--- src/rtl/gate_seq_pkg.sv ---
// Shared types and constants for the gate vector sequencer: FSM state encoding,
// vector geometry and expected truth tables for common 3-input gates.
package gate_seq_pkg;

  typedef enum logic [1:0] {
    IDLE = 2'd0,
    RUN  = 2'd1,
    DONE = 2'd2
  } gate_seq_state_t;

  localparam int VEC_W   = 3;
  localparam int NUM_VEC = 8;

  localparam logic [7:0] NAND3_TABLE = 8'h7F;
  localparam logic [7:0] AND3_TABLE  = 8'h80;
  localparam logic [7:0] OR3_TABLE   = 8'hFE;
  localparam logic [7:0] NOR3_TABLE  = 8'h01;
  localparam logic [7:0] XOR3_TABLE  = 8'h96;

  // Hold counter width; never narrower than one bit.
  function automatic int hold_cnt_w(input int hold_cycles);
    if (hold_cycles <= 2) begin
      return 1;
    end else begin
      return $clog2(hold_cycles);
    end
  endfunction

endpackage

--- src/rtl/gate_seq_hold_timer.sv ---
// Per-vector hold timer: counts 0..HOLD_CYCLES-1 while enabled, wrapping to 0,
// and flags the final hold cycle so the sequencer knows when to sample y.
module gate_seq_hold_timer
  import gate_seq_pkg::*;
#(
  parameter int HOLD_CYCLES = 10
) (
  input  logic clk,
  input  logic rst,
  input  logic clr,
  input  logic en,
  output logic last
);

  localparam int CNT_W = hold_cnt_w(HOLD_CYCLES);
  localparam logic [CNT_W-1:0] LAST_VAL = CNT_W'(HOLD_CYCLES - 1);

  logic [CNT_W-1:0] hold_r;

  // Hold counter register.
  always_ff @(posedge clk) begin
    if (rst) begin
      hold_r <= '0;
    end else if (clr) begin
      hold_r <= '0;
    end else if (en) begin
      if (hold_r == LAST_VAL) begin
        hold_r <= '0;
      end else begin
        hold_r <= hold_r + CNT_W'(1);
      end
    end else begin
      hold_r <= hold_r;
    end
  end

  assign last = (hold_r == LAST_VAL);

endmodule

--- src/rtl/gate_vector_sequencer.sv ---
// Clocked stimulus/response sweep of a 3-input gate against EXPECT_TABLE.
// Optional GATE_SEQ_FIRST_FAIL_EN adds first_fail_valid/first_fail_vec outputs.
module gate_vector_sequencer
  import gate_seq_pkg::*;
#(
  parameter int         HOLD_CYCLES  = 10,
  parameter logic [7:0] EXPECT_TABLE = NAND3_TABLE
) (
  input  logic             clk,
  input  logic             rst,
  input  logic             start,
  output logic             a,
  output logic             b,
  output logic             c,
  input  logic             y,
  output logic [VEC_W-1:0] vec_idx,
  output logic             busy,
  output logic             done,
  output logic             pass,
  output logic [3:0]       err_count
`ifdef GATE_SEQ_FIRST_FAIL_EN
  ,
  output logic             first_fail_valid,
  output logic [VEC_W-1:0] first_fail_vec
`endif
);

  localparam logic [VEC_W-1:0] LAST_VEC = VEC_W'(NUM_VEC - 1);
  localparam logic [3:0]       ERR_MAX  = 4'(NUM_VEC);

  gate_seq_state_t  state_r, state_s;
  logic [VEC_W-1:0] vec_r, vec_s;
  logic [3:0]       err_r, err_s;
  logic             busy_r, busy_s;
  logic             done_r, done_s;
  logic             pass_r, pass_s;
  logic             hold_clr_s, hold_en_s, hold_last_s;
  logic             expect_s, mismatch_s;
`ifdef GATE_SEQ_FIRST_FAIL_EN
  logic             ffv_r, ffv_s;
  logic [VEC_W-1:0] ffvec_r, ffvec_s;
`endif

  gate_seq_hold_timer #(
    .HOLD_CYCLES(HOLD_CYCLES)
  ) u_hold_timer (
    .clk (clk),
    .rst (rst),
    .clr (hold_clr_s),
    .en  (hold_en_s),
    .last(hold_last_s)
  );

  assign expect_s   = EXPECT_TABLE[vec_r];
  // Case-inequality so an X/Z gate output is scored as a failure.
  assign mismatch_s = (y !== expect_s);

  // Next-state and next-output logic for the sweep FSM.
  always_comb begin
    state_s    = state_r;
    vec_s      = vec_r;
    err_s      = err_r;
    busy_s     = busy_r;
    done_s     = done_r;
    pass_s     = pass_r;
    hold_clr_s = 1'b1;
    hold_en_s  = 1'b0;
`ifdef GATE_SEQ_FIRST_FAIL_EN
    ffv_s      = ffv_r;
    ffvec_s    = ffvec_r;
`endif
    case (state_r)
      IDLE, DONE: begin
        if (start) begin
          state_s = RUN;
          vec_s   = '0;
          err_s   = 4'd0;
          busy_s  = 1'b1;
          done_s  = 1'b0;
          pass_s  = 1'b0;
`ifdef GATE_SEQ_FIRST_FAIL_EN
          ffv_s   = 1'b0;
          ffvec_s = '0;
`endif
        end else begin
          state_s = state_r;
        end
      end
      RUN: begin
        hold_clr_s = 1'b0;
        hold_en_s  = 1'b1;
        if (hold_last_s) begin
          if (mismatch_s && (err_r != ERR_MAX)) begin
            err_s = err_r + 4'd1;
          end else begin
            err_s = err_r;
          end
`ifdef GATE_SEQ_FIRST_FAIL_EN
          if (mismatch_s && !ffv_r) begin
            ffv_s   = 1'b1;
            ffvec_s = vec_r;
          end else begin
            ffv_s   = ffv_r;
          end
`endif
          if (vec_r == LAST_VEC) begin
            state_s = DONE;
            busy_s  = 1'b0;
            done_s  = 1'b1;
            pass_s  = (err_s == 4'd0);
          end else begin
            vec_s   = vec_r + VEC_W'(1);
          end
        end else begin
          state_s = RUN;
        end
      end
      default: begin
        state_s = IDLE;
        vec_s   = '0;
        err_s   = 4'd0;
        busy_s  = 1'b0;
        done_s  = 1'b0;
        pass_s  = 1'b0;
      end
    endcase
  end

  // State and output registers.
  always_ff @(posedge clk) begin
    if (rst) begin
      state_r <= IDLE;
      vec_r   <= '0;
      err_r   <= 4'd0;
      busy_r  <= 1'b0;
      done_r  <= 1'b0;
      pass_r  <= 1'b0;
`ifdef GATE_SEQ_FIRST_FAIL_EN
      ffv_r   <= 1'b0;
      ffvec_r <= '0;
`endif
    end else begin
      state_r <= state_s;
      vec_r   <= vec_s;
      err_r   <= err_s;
      busy_r  <= busy_s;
      done_r  <= done_s;
      pass_r  <= pass_s;
`ifdef GATE_SEQ_FIRST_FAIL_EN
      ffv_r   <= ffv_s;
      ffvec_r <= ffvec_s;
`endif
    end
  end

  assign a         = vec_r[2];
  assign b         = vec_r[1];
  assign c         = vec_r[0];
  assign vec_idx   = vec_r;
  assign busy      = busy_r;
  assign done      = done_r;
  assign pass      = pass_r;
  assign err_count = err_r;
`ifdef GATE_SEQ_FIRST_FAIL_EN
  assign first_fail_valid = ffv_r;
  assign first_fail_vec   = ffvec_r;
`endif

endmodule
--- config.mk ---
export PLATFORM = sky130hd
export DESIGN_NAME = gate_vector_sequencer
export DESIGN_NICKNAME = d
export VERILOG_FILES = /design/src/rtl/gate_seq_pkg.sv /design/src/rtl/gate_seq_hold_timer.sv /design/src/rtl/gate_vector_sequencer.sv
export SDC_FILE = /design/constraint.sdc
export NUM_CORES = 1
export LEC_CHECK = 0
export CORE_UTILIZATION = 55
export DETAILED_ROUTE_END_ITERATION = 12
export PLACE_DENSITY_LB_ADDON = 0.2
export REMOVE_ABC_BUFFERS = 1
export SYNTH_ARGS = -nofsm -noshare
export SYNTH_HDL_FRONTEND = slang
export SYNTH_SLANG_ARGS = --single-unit
export TNS_END_PERCENT = 100
--- constraint.sdc ---
create_clock -name clk -period 2.15 [get_ports clk]
set_input_delay 0.215 -clock clk [delete_from_list [all_inputs] [get_ports clk]]
set_output_delay 0.215 -clock clk [all_outputs]
set_load 0.02 [all_outputs]
==> metrics.txt, run 1 <==
vias in the first global route=762; clock latency on the worst-skew pair=0.30 ns; routed len/inst=13.8 microns; RR Startpoint=u_hold_timer.hold_r[0]$_SDFFE_PP0N_; worst vdd ir=0.583 mV; YS warnings=0; sequential share of power=58.1%; status=finished clean; post-route minimum period=1.71 ns; Logic pwr share=9.5%; number of enable flip-flop cells after synthesis=0; I/O pins=17; Starting DRT DRC Count=21; register bit total from synthesis=17; worst-path cell chain=clkdlybuf4s50_1; Syn Inst Count=110; initial antenna violation count=0; Pint=0.410 mW; Final WS setup=0.443 ns; Worst Path Class, Setup=reg2out; Max-cap violations=0; pin count of the biggest net entering global routing=16; CTS clk-pin slew, worst paths=0.11 ns; Multi-input gate area=574 sq um; GRT Total Usage=22.3%; Post-Route WL=1.92 mm; Hold Startpoint=state_r[1]$_SDFFE_PP0P_; clock sinks=17; Port Buffers=16; Pleak=0.407 nW; Max Freq=0.586 GHz; Final setup viols=0; Initial Utilization=62.0%; worst-path maximum fanout=10; CTS tree=built; final hold vios=0; die span in y=44.2 microns; drt drc=0; H-Tree Depth=1; Max-slew headroom=60.3%; switch share=26.4%; P per Cell Area=484 mW/mm^2; width of the chip=44.2 microns; Post CTS Setup Buffer Count=0; Final Cycle Share=79.4%; Post-Syn Area=977 sq um; most common cell after layout, fill and taps aside=dfxtp_1; first-pass GRT wire length=3.31 mm; clk buf depth=2; Worst Skew=0.00877 ns; register area share after synthesis=34.8%; Critical-path top delay cell=clkdlybuf4s50_1; Vias=859; pre-CTS setup slack=0.426 ns; Post-DRT Antenna Nets=0; fillers=123; unrepaired setup endpoints after global routing=no; Worst Hold Class=reg2reg; CP top delay family=buffers and inverters; Post-layout nets=132; diode count=0; Primary FF master, synth=dfxtp_1; core area=0.00158 sq mm; number of placement rows=14; setup TNS=0 ns; crit path from=err_count[0]$_SDFFE_PP0P_; startpoint types=flop; DR pass1 iterations=4; Required @ worst endpoint=1.93 ns; Clk pwr share=32.4%; commonest non-fill, non-tap cells in the layout=dfxtp_1, clkdlybuf4s50_1, o21ai_0, a21oi_1; FF+latch area=340 sq um; DR vias/cell=6.18; CTS buffer count=3; DP HPWL=1.44 mm; post-cts resize count=0; area growth from synthesis to layout=17.8%; Die ar.=0.00195 sq mm; critical path arrival=1.49 ns; Worst-Margin Slew=0.593 ns; endpoint class of the critical path=output pin; Hold Buf Count CTS=0; fraction of registers with async set/reset=0%; Root Driver=clkbuf_4; GPL Wtd Cong=0.898; P_sw=0.147 mW; final slew viol count=0; Mapped Avg Cell Area=8.88 sq um; CP peak stage delay=0.67 ns; total gr overflow=0; Unique masters post-synth=39; CP Buf/Inv Count=1; share of cells above drive strength 1=10.6%
## sequential cells by signal, summed over array words and instances, names as in the netlist
signal and cells:
err_count 4, u_hold_timer.hold_r 4, vec_idx 3, state_r 2
busy 1, done 1, expect_s 1, pass 1
## power groups by stage
| stage | combinational (mW) | clock, mW | sequential [mW] |
|---|---|---|---|
| after floorplan | 0.0275 | 0 | 0.332 |
| after global placement | 0.0511 | 0 | 0.331 |
| after detailed placement | 0.0520 | 0 | 0.331 |
| after CTS | 0.0526 | 0.184 | 0.324 |
| after global routing | 0.0574 | 0.196 | 0.325 |
| final | 0.0528 | 0.181 | 0.324 |
## final timing paths
| kind | to | slack [ns] | cells after the start |
|---|---|---|---|
| worst min-delay path | state_r[1]$_SDFFE_PP0P_ | 0.48 | 2 |
| worst min register to register | state_r[1]$_SDFFE_PP0P_ | 0.48 | 2 |
| worst max register to register | vec_idx[2]$_SDFFE_PP0N_ | 0.49 | 4 |
| worst max-delay path | err_count[0] | 0.44 | 1 |
## tightest hold or removal path: stages (launching register included)
cell     delay (ns)
dfxtp_1        0.34
nand2_1        0.05
a21oi_1        0.05
## synthesized netlist by cell type (all sizes together), types with 2 or more instances
cell / instances / area share, %
a211oi: 4 / 3.1
nand2: 6 / 2.3
or2: 2 / 1.3
nor2: 3 / 1.2
ha: 4 / 5.1
o21ai: 9 / 4.6
buf: 6 / 3.7
o211a: 2 / 2.0
nand3b: 3 / 2.3
and3b: 2 / 1.8
inv: 5 / 1.9
a21oi: 9 / 4.6
nor3: 6 / 3.1
dfxtp: 17 / 35
nor4: 2 / 2.8
xnor2: 2 / 1.8
nand2b: 5 / 3.2
nor2b: 4 / 2.6
clkbuf: 2 / 0.77
## kinds of logic (layout without fill, tap and decap cells)
family | count (synthesis) | count (layout) | share of synthesized area [%]
simple gates | 39 | 39 | 26.6
compound gates | 34 | 34 | 23.6
flops | 17 | 17 | 34.8
buf+inv | 13 | 26 | 6.40
fa+ha+maj | 4 | 4 | 5.12
xor+xnor | 3 | 3 | 3.46
## layout make-up
class                   count  area share [%]
repair buffers             17            14.6
inverters                   5            1.63
multi-input cells          80            49.9
clock buffers               3            1.96
well taps                  16            1.74
clock inverters             1           0.652
flip-flops and latches     17            29.6
## routing by layer
| metal | part of all wire (%) | GRT usage [%] | wire length [microns] | vias to the layer above |
|---|---|---|---|---|
| met4 | 0 | 3.03 | 0 | 0 |
| met3 | 4.0 | 6.94 | 77 | 0 |
| met2 | 49 | 37.4 | 949 | 25 |
| met1 | 47 | 29.1 | 897 | 400 |
| li1 | - | - | - | 434 |
| met5 | 0 | 0 | 0 | - |
## per-stage QoR
stage / instances / area (sq um) / util (%) / hold WS (ns) / power, mW
final: 139 / 1150 / 73.0 / 0.478 / 0.557
after global routing: 139 / 1150 / 73.0 / 0.508 / 0.578
after CTS: 139 / 1150 / 73.0 / 0.479 / 0.560
after detailed placement: 135 / 1120 / 71.1 / 0.463 / 0.383
after global placement: 135 / 1120 / 71.1 / 0.451 / 0.382
after floorplan: 102 / 933 / - / 0.284 / 0.359
No activity file was read; power rests on OpenSTA's default activity.
==> run 2, diff against run 1 <==
Settings changed: CORE_UTILIZATION 55 to 46.
Clock period 2.15 ns to 1.5 ns, I/O delays scaled along.
==> metrics.txt, run 2 (synthesis results as in run 1) <==
status=finished clean; Vias=930; pre-CTS setup slack=-0.113 ns; total gr overflow=0; GRT Total Usage=21.8%; core area=0.00198 sq mm; Pleak=0.552 nW; routed len/inst=13.4 microns; diode count=0; Max-slew headroom=78.2%; first-pass GRT wire length=3.52 mm; GPL Wtd Cong=0.901; P per Cell Area=612 mW/mm^2; DR vias/cell=5.54; CTS buffer count=3; post-route minimum period=1.48 ns; commonest non-fill, non-tap cells in the layout=buf_4, dfxtp_1, o21ai_0; clk buf depth=2; Final setup viols=0; sequential share of power=57.2%; Logic pwr share=12.7%; Post CTS Setup Buffer Count=0; CTS tree=built; clock latency on the worst-skew pair=0.28 ns; Root Driver=clkbuf_4; DP Area=0.00127 sq mm; unrepaired setup endpoints after global routing=yes; Post-layout nets=150; Clk pwr share=30.1%; setup TNS=0 ns; Worst Skew=0.00201 ns; width of the chip=48.1 microns; Final WS setup=0.0193 ns; H-Tree Depth=1; I/O pins=17; Initial Utilization=49.3%; Post-DRT Antenna Nets=0; worst vdd ir=0.525 mV; critical path arrival=1.65 ns; Hold WS=0.483 ns; P_sw=0.200 mW; Pint=0.609 mW; CTS clk-pin slew, worst paths=0.10 ns; Hold Buf Count CTS=0; startpoint types=flop; Final Cycle Share=98.7%; Worst-Margin Slew=0.326 ns; final hold vios=0; number of placement rows=16; DR pass1 iterations=5; worst-path maximum fanout=6; Port Buffers=16; DP HPWL=1.69 mm; Worst Hold Class=reg2reg; die span in y=48.1 microns; area growth from synthesis to layout=35.3%; Pwr Total=0.809 mW; switch share=24.7%; final instance area=0.00132 sq mm; Required @ worst endpoint=1.67 ns; clock sinks=17; pin count of the biggest net entering global routing=12; share of cells above drive strength 1=27.7%; Post-Route WL=2.25 mm; Max Freq=0.675 GHz; drt drc=0; Worst Path Class, Setup=reg2reg; Max-cap violations=0; fillers=174; Starting DRT DRC Count=17; final slew viol count=0; endpoint class of the critical path=flop; Die ar.=0.00231 sq mm; vias in the first global route=806; Reg2Reg Setup Slack=0.02 ns; most common cell after layout, fill and taps aside=buf_4; initial antenna violation count=0
-- run 2: path summary, 6_finish.rpt --
| kind | from | end | depth (start not counted) |
|---|---|---|---|
| hold / removal | busy$_SDFFE_PP0P_ | busy$_SDFFE_PP0P_ | 2 |
| setup / recovery | vec_idx[1]$_SDFFE_PP0N_ | expect_s$_SDFF_PN1_ | 5 |
| setup reg to reg | vec_idx[1]$_SDFFE_PP0N_ | expect_s$_SDFF_PN1_ | 5 |
| hold reg to reg | busy$_SDFFE_PP0P_ | busy$_SDFFE_PP0P_ | 2 |
-- run 2: cell type report --
type	instances	area (sq um)	area share [%]
Multi-Input combinational cell	80	603	45.6
Sequential cell	17	345	26.1
Timing Repair Buffer	35	295	22.3
Tap cell	27	33.8	2.55
Clock buffer	4	26.3	1.99
Inverter	5	18.8	1.42
-- run 2: per-layer routing --
metal,share of wire (%),vias up,global-route usage (%)
met4,1.0,0,7.22
met3,2.7,4,3.70
met2,48,21,35.9
li1,-,469,-
met1,49,436,28.9
met5,0,-,0
-- run 2: through the flow --
step | cells | utilization, %
after global routing | 168 | 66.7
after floorplan | 102 | -
after CTS | 168 | 65.8
final | 168 | 66.7
after detailed placement | 164 | 64.1
after global placement | 164 | 64.1
-- run 2: power groups by stage --
stage	Clock (mW)	Sequential (mW)	Combinational (mW)
floorplan	0	0.476	0.0394
global placement	0	0.472	0.0997
detailed placement	0	0.472	0.101
CTS	0.249	0.463	0.102
global route	0.274	0.464	0.113
finish	0.243	0.463	0.103
-- run 2: worst max-delay path: stages (launching register included) --
cell	delay, ns
dfxtp_1	0.33
ha_1	0.20
ha_2	0.21
nor3_1	0.30
and3b_1	0.23
o211ai_1	0.11
-- run 2: repair_timing --
action / in CTS / in global routing
pin swaps: 0 / 4
resized for setup: 11 / 8
endpoints found under the setup margin: 14 / 11
cloned: 0 / 0
